File: src/rtl/pipe_defs_pkg.sv
// rtl/pipe_defs_pkg.sv - opcode/funct/aluc constants and ID/EX bubble value for the pipelined core
// Contents:
//   OP_*        primary opcodes decoded in ID
//   F_*         R-type funct codes
//   aluc_e      ALU op codes, shared with the ALU and the single-cycle control
//   idex_t      ID/EX pipeline register payload
//   IDEX_BUBBLE all-zero payload: ADD with no register/memory writes
package pipe_defs_pkg;

  localparam logic [5:0] OP_RTYPE = 6'b000000;
  localparam logic [5:0] OP_ADDI  = 6'b001000;
  localparam logic [5:0] OP_ANDI  = 6'b001100;
  localparam logic [5:0] OP_ORI   = 6'b001101;
  localparam logic [5:0] OP_XORI  = 6'b001110;
  localparam logic [5:0] OP_LUI   = 6'b001111;
  localparam logic [5:0] OP_LW    = 6'b100011;
  localparam logic [5:0] OP_SW    = 6'b101011;

  localparam logic [5:0] F_ADD = 6'b100000;
  localparam logic [5:0] F_SUB = 6'b100010;
  localparam logic [5:0] F_AND = 6'b100100;
  localparam logic [5:0] F_OR  = 6'b100101;
  localparam logic [5:0] F_XOR = 6'b100110;
  localparam logic [5:0] F_SLL = 6'b000000;
  localparam logic [5:0] F_SRL = 6'b000010;
  localparam logic [5:0] F_SRA = 6'b000011;

  typedef enum logic [3:0] {
    ALU_ADD = 4'b0000,
    ALU_AND = 4'b0001,
    ALU_XOR = 4'b0010,
    ALU_SLL = 4'b0011,
    ALU_SUB = 4'b0100,
    ALU_OR  = 4'b0101,
    ALU_LUI = 4'b0110,
    ALU_SRL = 4'b0111,
    ALU_SRA = 4'b1111
  } aluc_e;

  typedef struct packed {
    logic [31:0] a;
    logic [31:0] b;
    logic [3:0]  aluc;
    logic [31:0] sd;
    logic [4:0]  rn;
    logic        wreg;
    logic        m2reg;
    logic        wmem;
  } idex_t;

  localparam idex_t IDEX_BUBBLE = '0;

endpackage

File: src/rtl/pipe_fwd_mux.sv
// rtl/pipe_fwd_mux.sv - one-operand forwarding priority mux (EX, then MEM, then register file)
// Ports:
//   r         source register number being read in ID
//   rf_val    register-file read value for r
//   ex_*      destination/enables/result of the instruction in EX
//   mem_*     destination/enables/results of the instruction in MEM
//   fwd_val   freshest value of r
module pipe_fwd_mux (
  input  logic [4:0]  r,
  input  logic [31:0] rf_val,
  input  logic        ex_wreg,
  input  logic        ex_m2reg,
  input  logic [4:0]  ex_rn,
  input  logic [31:0] ex_alu,
  input  logic        mem_wreg,
  input  logic        mem_m2reg,
  input  logic [4:0]  mem_rn,
  input  logic [31:0] mem_alu,
  input  logic [31:0] mem_mo,
  output logic [31:0] fwd_val
);

  // A load in EX has no data yet; that case is covered by the load-use stall.
  logic hit_ex;
  logic hit_mem;

  assign hit_ex  = ex_wreg & ~ex_m2reg & (ex_rn == r) & (r != 5'd0);
  assign hit_mem = mem_wreg & (mem_rn == r) & (r != 5'd0);

  always_comb begin
    fwd_val = rf_val;
    if (hit_ex)
      fwd_val = ex_alu;
    else if (hit_mem)
      fwd_val = mem_m2reg ? mem_mo : mem_alu;
  end

endmodule

File: src/rtl/pipe_idex_ctrl.sv
// rtl/pipe_idex_ctrl.sv - ID-stage decode, forwarding, load-use stall and ID/EX register
// Ports:
//   clock, reset             rising-edge clock, synchronous active-high reset
//   id_inst, id_qa, id_qb    instruction in ID and its register-file reads (rs, rt)
//   flush                    kill the ID instruction (captures a bubble)
//   ex_alu                   ALU result of the instruction in EX
//   mem_rn/wreg/m2reg/alu/mo MEM-stage destination, enables and results
//   stall                    combinational: hold PC and IF/ID this cycle
//   ex_a/b/aluc/sd/rn        registered ALU operands, op, store data, destination
//   ex_wreg/m2reg/wmem       registered write/load/store enables
module pipe_idex_ctrl
  import pipe_defs_pkg::*;
(
  input  logic        clock,
  input  logic        reset,
  input  logic [31:0] id_inst,
  input  logic [31:0] id_qa,
  input  logic [31:0] id_qb,
  input  logic        flush,
  input  logic [31:0] ex_alu,
  input  logic [4:0]  mem_rn,
  input  logic        mem_wreg,
  input  logic        mem_m2reg,
  input  logic [31:0] mem_alu,
  input  logic [31:0] mem_mo,
  output logic        stall,
  output logic [31:0] ex_a,
  output logic [31:0] ex_b,
  output logic [3:0]  ex_aluc,
  output logic [31:0] ex_sd,
  output logic [4:0]  ex_rn,
  output logic        ex_wreg,
  output logic        ex_m2reg,
  output logic        ex_wmem
);

  logic [5:0]  op;
  logic [4:0]  rs;
  logic [4:0]  rt;
  logic [4:0]  rd;
  logic [4:0]  sa;
  logic [5:0]  funct;
  logic [15:0] imm;

  assign op    = id_inst[31:26];
  assign rs    = id_inst[25:21];
  assign rt    = id_inst[20:16];
  assign rd    = id_inst[15:11];
  assign sa    = id_inst[10:6];
  assign funct = id_inst[5:0];
  assign imm   = id_inst[15:0];

  idex_t       q;
  idex_t       d;
  logic [31:0] fa;
  logic [31:0] fb;
  logic        valid;
  logic        uses_rs;
  logic        uses_rt;
  logic        hazard;

  pipe_fwd_mux u_fwd_rs (
    .r         (rs),
    .rf_val    (id_qa),
    .ex_wreg   (q.wreg),
    .ex_m2reg  (q.m2reg),
    .ex_rn     (q.rn),
    .ex_alu    (ex_alu),
    .mem_wreg  (mem_wreg),
    .mem_m2reg (mem_m2reg),
    .mem_rn    (mem_rn),
    .mem_alu   (mem_alu),
    .mem_mo    (mem_mo),
    .fwd_val   (fa)
  );

  pipe_fwd_mux u_fwd_rt (
    .r         (rt),
    .rf_val    (id_qb),
    .ex_wreg   (q.wreg),
    .ex_m2reg  (q.m2reg),
    .ex_rn     (q.rn),
    .ex_alu    (ex_alu),
    .mem_wreg  (mem_wreg),
    .mem_m2reg (mem_m2reg),
    .mem_rn    (mem_rn),
    .mem_alu   (mem_alu),
    .mem_mo    (mem_mo),
    .fwd_val   (fb)
  );

  always_comb begin
    d       = IDEX_BUBBLE;
    valid   = 1'b1;
    uses_rs = 1'b1;
    uses_rt = 1'b0;
    d.a     = fa;
    d.wreg  = 1'b1;
    d.rn    = rt;
    unique case (op)
      OP_RTYPE: begin
        uses_rt = 1'b1;
        d.b     = fb;
        d.rn    = rd;
        unique case (funct)
          F_ADD: d.aluc = ALU_ADD;
          F_SUB: d.aluc = ALU_SUB;
          F_AND: d.aluc = ALU_AND;
          F_OR:  d.aluc = ALU_OR;
          F_XOR: d.aluc = ALU_XOR;
          F_SLL, F_SRL, F_SRA: begin
            // Shifts take the shift amount from the instruction, not rs.
            uses_rs = 1'b0;
            d.a     = {27'b0, sa};
            d.aluc  = (funct == F_SLL) ? ALU_SLL :
                      (funct == F_SRL) ? ALU_SRL : ALU_SRA;
          end
          default: valid = 1'b0;
        endcase
      end
      OP_ADDI, OP_LW, OP_SW: begin
        d.aluc  = ALU_ADD;
        d.b     = {{16{imm[15]}}, imm};
        d.m2reg = (op == OP_LW);
        d.wmem  = (op == OP_SW);
        d.wreg  = (op != OP_SW);
        uses_rt = (op == OP_SW);
      end
      OP_ANDI, OP_ORI, OP_XORI: begin
        d.b    = {16'b0, imm};
        d.aluc = (op == OP_ANDI) ? ALU_AND :
                 (op == OP_ORI)  ? ALU_OR  : ALU_XOR;
      end
      OP_LUI: begin
        uses_rs = 1'b0;
        d.b     = {16'b0, imm};
        d.aluc  = ALU_LUI;
      end
      default: valid = 1'b0;
    endcase

    d.sd = fb;
    if (d.rn == 5'd0)
      d.wreg = 1'b0;

    // Unsupported encodings decode to a full bubble and never cause a stall.
    if (!valid) begin
      d       = IDEX_BUBBLE;
      uses_rs = 1'b0;
      uses_rt = 1'b0;
    end
  end

  // A load in EX cannot forward; the dependent instruction waits one cycle
  // and then picks the load data up from MEM.
  assign hazard = q.wreg & q.m2reg &
                  ((uses_rs & (q.rn == rs)) | (uses_rt & (q.rn == rt)));
  assign stall  = hazard & ~flush;

  always_ff @(posedge clock) begin
    if (reset)
      q <= IDEX_BUBBLE;
    else if (flush | hazard)
      q <= IDEX_BUBBLE;
    else
      q <= d;
  end

  assign ex_a     = q.a;
  assign ex_b     = q.b;
  assign ex_aluc  = q.aluc;
  assign ex_sd    = q.sd;
  assign ex_rn    = q.rn;
  assign ex_wreg  = q.wreg;
  assign ex_m2reg = q.m2reg;
  assign ex_wmem  = q.wmem;

endmodule
File: config.mk
export PLATFORM = sky130hd
export DESIGN_NAME = pipe_idex_ctrl
export DESIGN_NICKNAME = d
export VERILOG_FILES = /design/src/rtl/pipe_defs_pkg.sv /design/src/rtl/pipe_fwd_mux.sv /design/src/rtl/pipe_idex_ctrl.sv
export SDC_FILE = /design/constraint.sdc
export NUM_CORES = 1
export LEC_CHECK = 0
export BUFFER_PORTS_ARGS = -buffer_cell sky130_fd_sc_hd__clkbuf_2
export CORE_MARGIN = 5
export CORE_UTILIZATION = 25
export DETAILED_ROUTE_END_ITERATION = 6
export GPL_TIMING_DRIVEN = 0
export SLEW_MARGIN = 20
export SYNTH_ARGS = -nofsm -noshare
export SYNTH_HDL_FRONTEND = slang
export SYNTH_SLANG_ARGS = --single-unit
File: constraint.sdc
create_clock -name clock -period 5.4 [get_ports clock]
set_input_delay 0.27 -clock clock [delete_from_list [all_inputs] [get_ports clock]]
set_output_delay 0.27 -clock clock [all_outputs]
set_load 0.02 [all_outputs]
==> impl_summary.txt <==
----------------------------------------------------
[STA]
  Number of pins exceeding their max-slew limit in the final report ... 0
  Setup repair after global routing missed its margin ... no
  Worst Max-Slew Pin Slew ... 0.994 ns
  Final Cycle Share ... 59.0%
  Fin Clk Skew ... 0.00339 ns
  Setup TNS ... 0 ns
  Maximum clock frequency ... 0.314 GHz
  Final Hold Viols ... 0
  Rel. slew slack ... 33.4%
  Final setup violation count ... 0
  Clock period minus worst slack ... 3.19 ns

[Routing]
  Vias ... 7334
  Per-cell via count in the routed design ... 5.44
  Count of unresolved DRC violations after routing ... 0
  Number of iterations in the first detailed-routing pass ... 5
  Wire length per cell after detailed routing ... 24.4 microns
  Final antenna-violating net count ... 0
  DRC marker count from the first detailed-route iteration ... 492
  Total detailed-routing wirelength ... 32900 microns

[CTS]
  Hold buffer count at CTS ... 0
  Clock-pin slew on the worst setup and hold paths ... 0.08 ns
  Clock Tree Buf Depth ... 2
  Clock tree from TritonCTS ... built
  Clock latency of the later-clocked register in the worst-skew pair ... 0.36 ns
  Root buffer cell ... clkbuf_16
  Post-CTS resize count ... 0
  Number of H-tree levels ... 3
  Post-CTS setup repair buffer count ... 0
  TritonCTS buffer count ... 9
  Number of clock sinks ... 108

[Logic synthesis]
  Share of synthesized area occupied by flip-flops and latches ... 34.3%
  Post-Synthesis Cells ... 692
  Proportion of synthesized flip-flops having asynchronous set or reset ... 0%
  Netlist area before placement ... 6310 sq um
  Number of flops mapped to enable cells by yosys ... 0
  Synth unique cells ... 57
  Dominant register cell in the synthesized netlist ... dfxtp_1
  Avg Inst Size Synth ... 9.12 sq um
  Number of synthesized register bits ... 108
  Syn_nets ... 894
  Count of synthesis-stage warnings from yosys ... 0

[Placement]
  Dpl hpwl ... 26100 microns
  Routability cong. ... 0.882
  Number of buffers added on ports ... 308

[Global routing]
  GR peak layer ... met2
  Overall overflow remaining after global route ... 0
  Met2 layer usage reported by global route ... 35.1%
  Maximum number of pins on one net before global-route repair ... 17
  Met1 usage in global routing ... 27.7%
  Number of global-route vias before repair ... 7343
  Overall track demand over capacity in global routing ... 22.0%
  First-pass GRT wire length ... 47000 microns
  Initial antenna violation count ... 12
  Met3 usage in global routing ... 6.61%

[Worst setup path]
  Arrival time worst endpoint ... 2.92 ns
  Number of cell instances on the worst register-to-register path ... 6
  Setup crit end ... stall
  Critical Path Start ... ex_rn[0]$_SDFF_PP0_
  Launch point of the worst reg-to-reg path ... ex_rn[0]$_SDFF_PP0_
  Endpoint of the most critical register-to-register path ... ex_a[11]$_SDFF_PP0_
  Crit Path Max Fanout ... 10
  Critical path endpoint category ... output port
  Critical Path RT ... 5.13 ns
  Critical setup path kind ... reg2out
  Register-to-register setup slack ... 2.58 ns
  Startpoint type of the worst setup path ... register

[Cells and area]
  Final-stage net count ... 1213
  Top library cells by usage in the layout, fill and taps aside ... clkbuf_2 (308), dfxtp_1 (108), nand2_1 (82), o211ai_1 (72), a211oi_1 (56)
  Final design utilization ... 34.2%
  Synth-to-Final Area Change ... 35.7%
  Most common cell after layout, fill and taps aside ... clkbuf_2
  Fraction of layout cells with a size suffix above 1 ... 43.6%
  Count of fill cells added during filler insertion ... 2677

[Floorplan]
  Ports placed on the boundary ... 311
  Height of the chip ... 169 microns
  Number of placement rows ... 58
  Effective utilization at floorplan ... 25.2%
  Core area ... 25000 sq um
  Die W ... 169 microns
  Floorplan die area ... 28500 sq um

[Hold path]
  Classification of the worst-slack hold path ... in2reg

[Pwr]
  Total power density per cell area ... 209 nW/um^2
  Maximum resistive drop on vdd ... 0.192 mV
  Leakage power total ... 3.47 nW

[Run]
  Max Cap Violations ... 0

[Run status]
  Outcome ... finished, final reports clean

----------------------------------------------------
## critical path, stage by stage, from the launching register on
cell      delay, ns
dfxtp_1        0.40
xnor2_1        0.14
nand3_1        0.37
a311o_1        0.50
o22ai_2        0.44
buf_4          0.34
and3b_1        0.19
clkbuf_2       0.17
## routing by layer
metal	part of all wire, %	wire length [microns]
met5	0.24	79
met2	46	15000
met4	3.8	1250
met1	41	13400
met3	9.7	3200
## Yosys cell counts, types with 3 or more instances
| library cell | instances | share of area, % |
|---|---|---|
| buf_4 | 5 | 0.59 |
| o211ai_1 | 72 | 8.6 |
| mux2i_1 | 37 | 5.9 |
| xor2_1 | 10 | 1.4 |
| nor3_1 | 10 | 0.79 |
| nand3_1 | 50 | 4.0 |
| nor3_2 | 3 | 0.48 |
| nand3_2 | 22 | 3.5 |
| a211oi_2 | 20 | 4.0 |
| nand2b_1 | 3 | 0.30 |
| xnor2_1 | 10 | 1.4 |
| a2111oi_2 | 5 | 1.2 |
| buf_6 | 5 | 0.89 |
| clkbuf_1 | 31 | 1.8 |
| dfxtp_1 | 108 | 34 |
| a311oi_1 | 17 | 2.4 |
| o211ai_2 | 20 | 4.0 |
| nor2_1 | 11 | 0.65 |
| a211oi_1 | 56 | 6.7 |
| a31oi_1 | 5 | 0.50 |
| buf_2 | 30 | 2.4 |
| a21o_1 | 5 | 0.59 |
| nand2_1 | 82 | 4.9 |
| inv_1 | 12 | 0.71 |
| nor4_1 | 7 | 0.69 |
| a22oi_1 | 17 | 2.0 |
## worst min-delay path by stage
| stage | start | slack, ns | end | depth (start not counted) |
|---|---|---|---|---|
| after detailed placement | reset | 0.49 | ex_wmem$_SDFF_PP0_ | 2 |
| final | reset | 0.12 | ex_wmem$_SDFF_PP0_ | 2 |
| after floorplan | reset | 0.35 | ex_wmem$_SDFF_PP0_ | 1 |
| after global placement | reset | 0.49 | ex_wmem$_SDFF_PP0_ | 2 |
| after CTS | reset | 0.11 | ex_wmem$_SDFF_PP0_ | 2 |
| after global routing | reset | 0.11 | ex_wmem$_SDFF_PP0_ | 2 |
## flip-flops by register name, summed over array words and instances (netlist names)
name / cells
ex_wmem: 1
ex_b: 32
ex_wreg: 1
ex_rn: 5
ex_aluc: 4
ex_sd: 32
ex_a: 32
ex_m2reg: 1
## where the power goes
part / internal (mW) / switching, mW
Clock: 0.357 / 0.331
Sequential: 0.801 / 0.00243
Combinational: 0.120 / 0.181
## area by class of cell
cell class | instances | area (sq um) | share of cell area, %
multi-input cells | 499 | 3710 | 43.4
flip-flops and latches | 108 | 2160 | 25.2
repair buffers | 308 | 1540 | 18.0
well taps | 330 | 413 | 4.82
plain buffers | 73 | 395 | 4.62
clock buffers | 10 | 229 | 2.67
clock inverters | 4 | 51.3 | 0.599
inverters | 12 | 45.0 | 0.526
diodes | 5 | 12.5 | 0.146
## through the flow
stage | setup WS (ns) | instances | hold slack (ns) | total power, mW | cell area [sq um]
3_3_place_gp | 2.51 | 1330 | 0.485 | 1.12 | 8260
2_1_floorplan | 3.13 | 692 | 0.353 | 0.959 | 6310
4_1_cts | 2.23 | 1344 | 0.108 | 1.80 | 8550
3_5_place_dp | 2.49 | 1330 | 0.491 | 1.12 | 8270
6_report | 2.21 | 1349 | 0.118 | 1.79 | 8560
5_1_grt | 2.08 | 1349 | 0.108 | 1.86 | 8560
## cells by family (layout without fill, tap and decap cells)
| kind of cell | Yosys count | in the layout | share of synthesized area, % |
|---|---|---|---|
| AOI/OAI and AO/OA | 235 | 235 | 32.5 |
| buffers and inverters | 85 | 407 | 6.98 |
| muxes | 37 | 37 | 5.87 |
| xor gates and xnor gates | 20 | 20 | 2.78 |
| and+or+nand+nor | 207 | 207 | 17.6 |
| DFF | 108 | 108 | 34.3 |
| other | 0 | 5 | 0 |
Note: power is estimated with default switching activity, not from simulation.
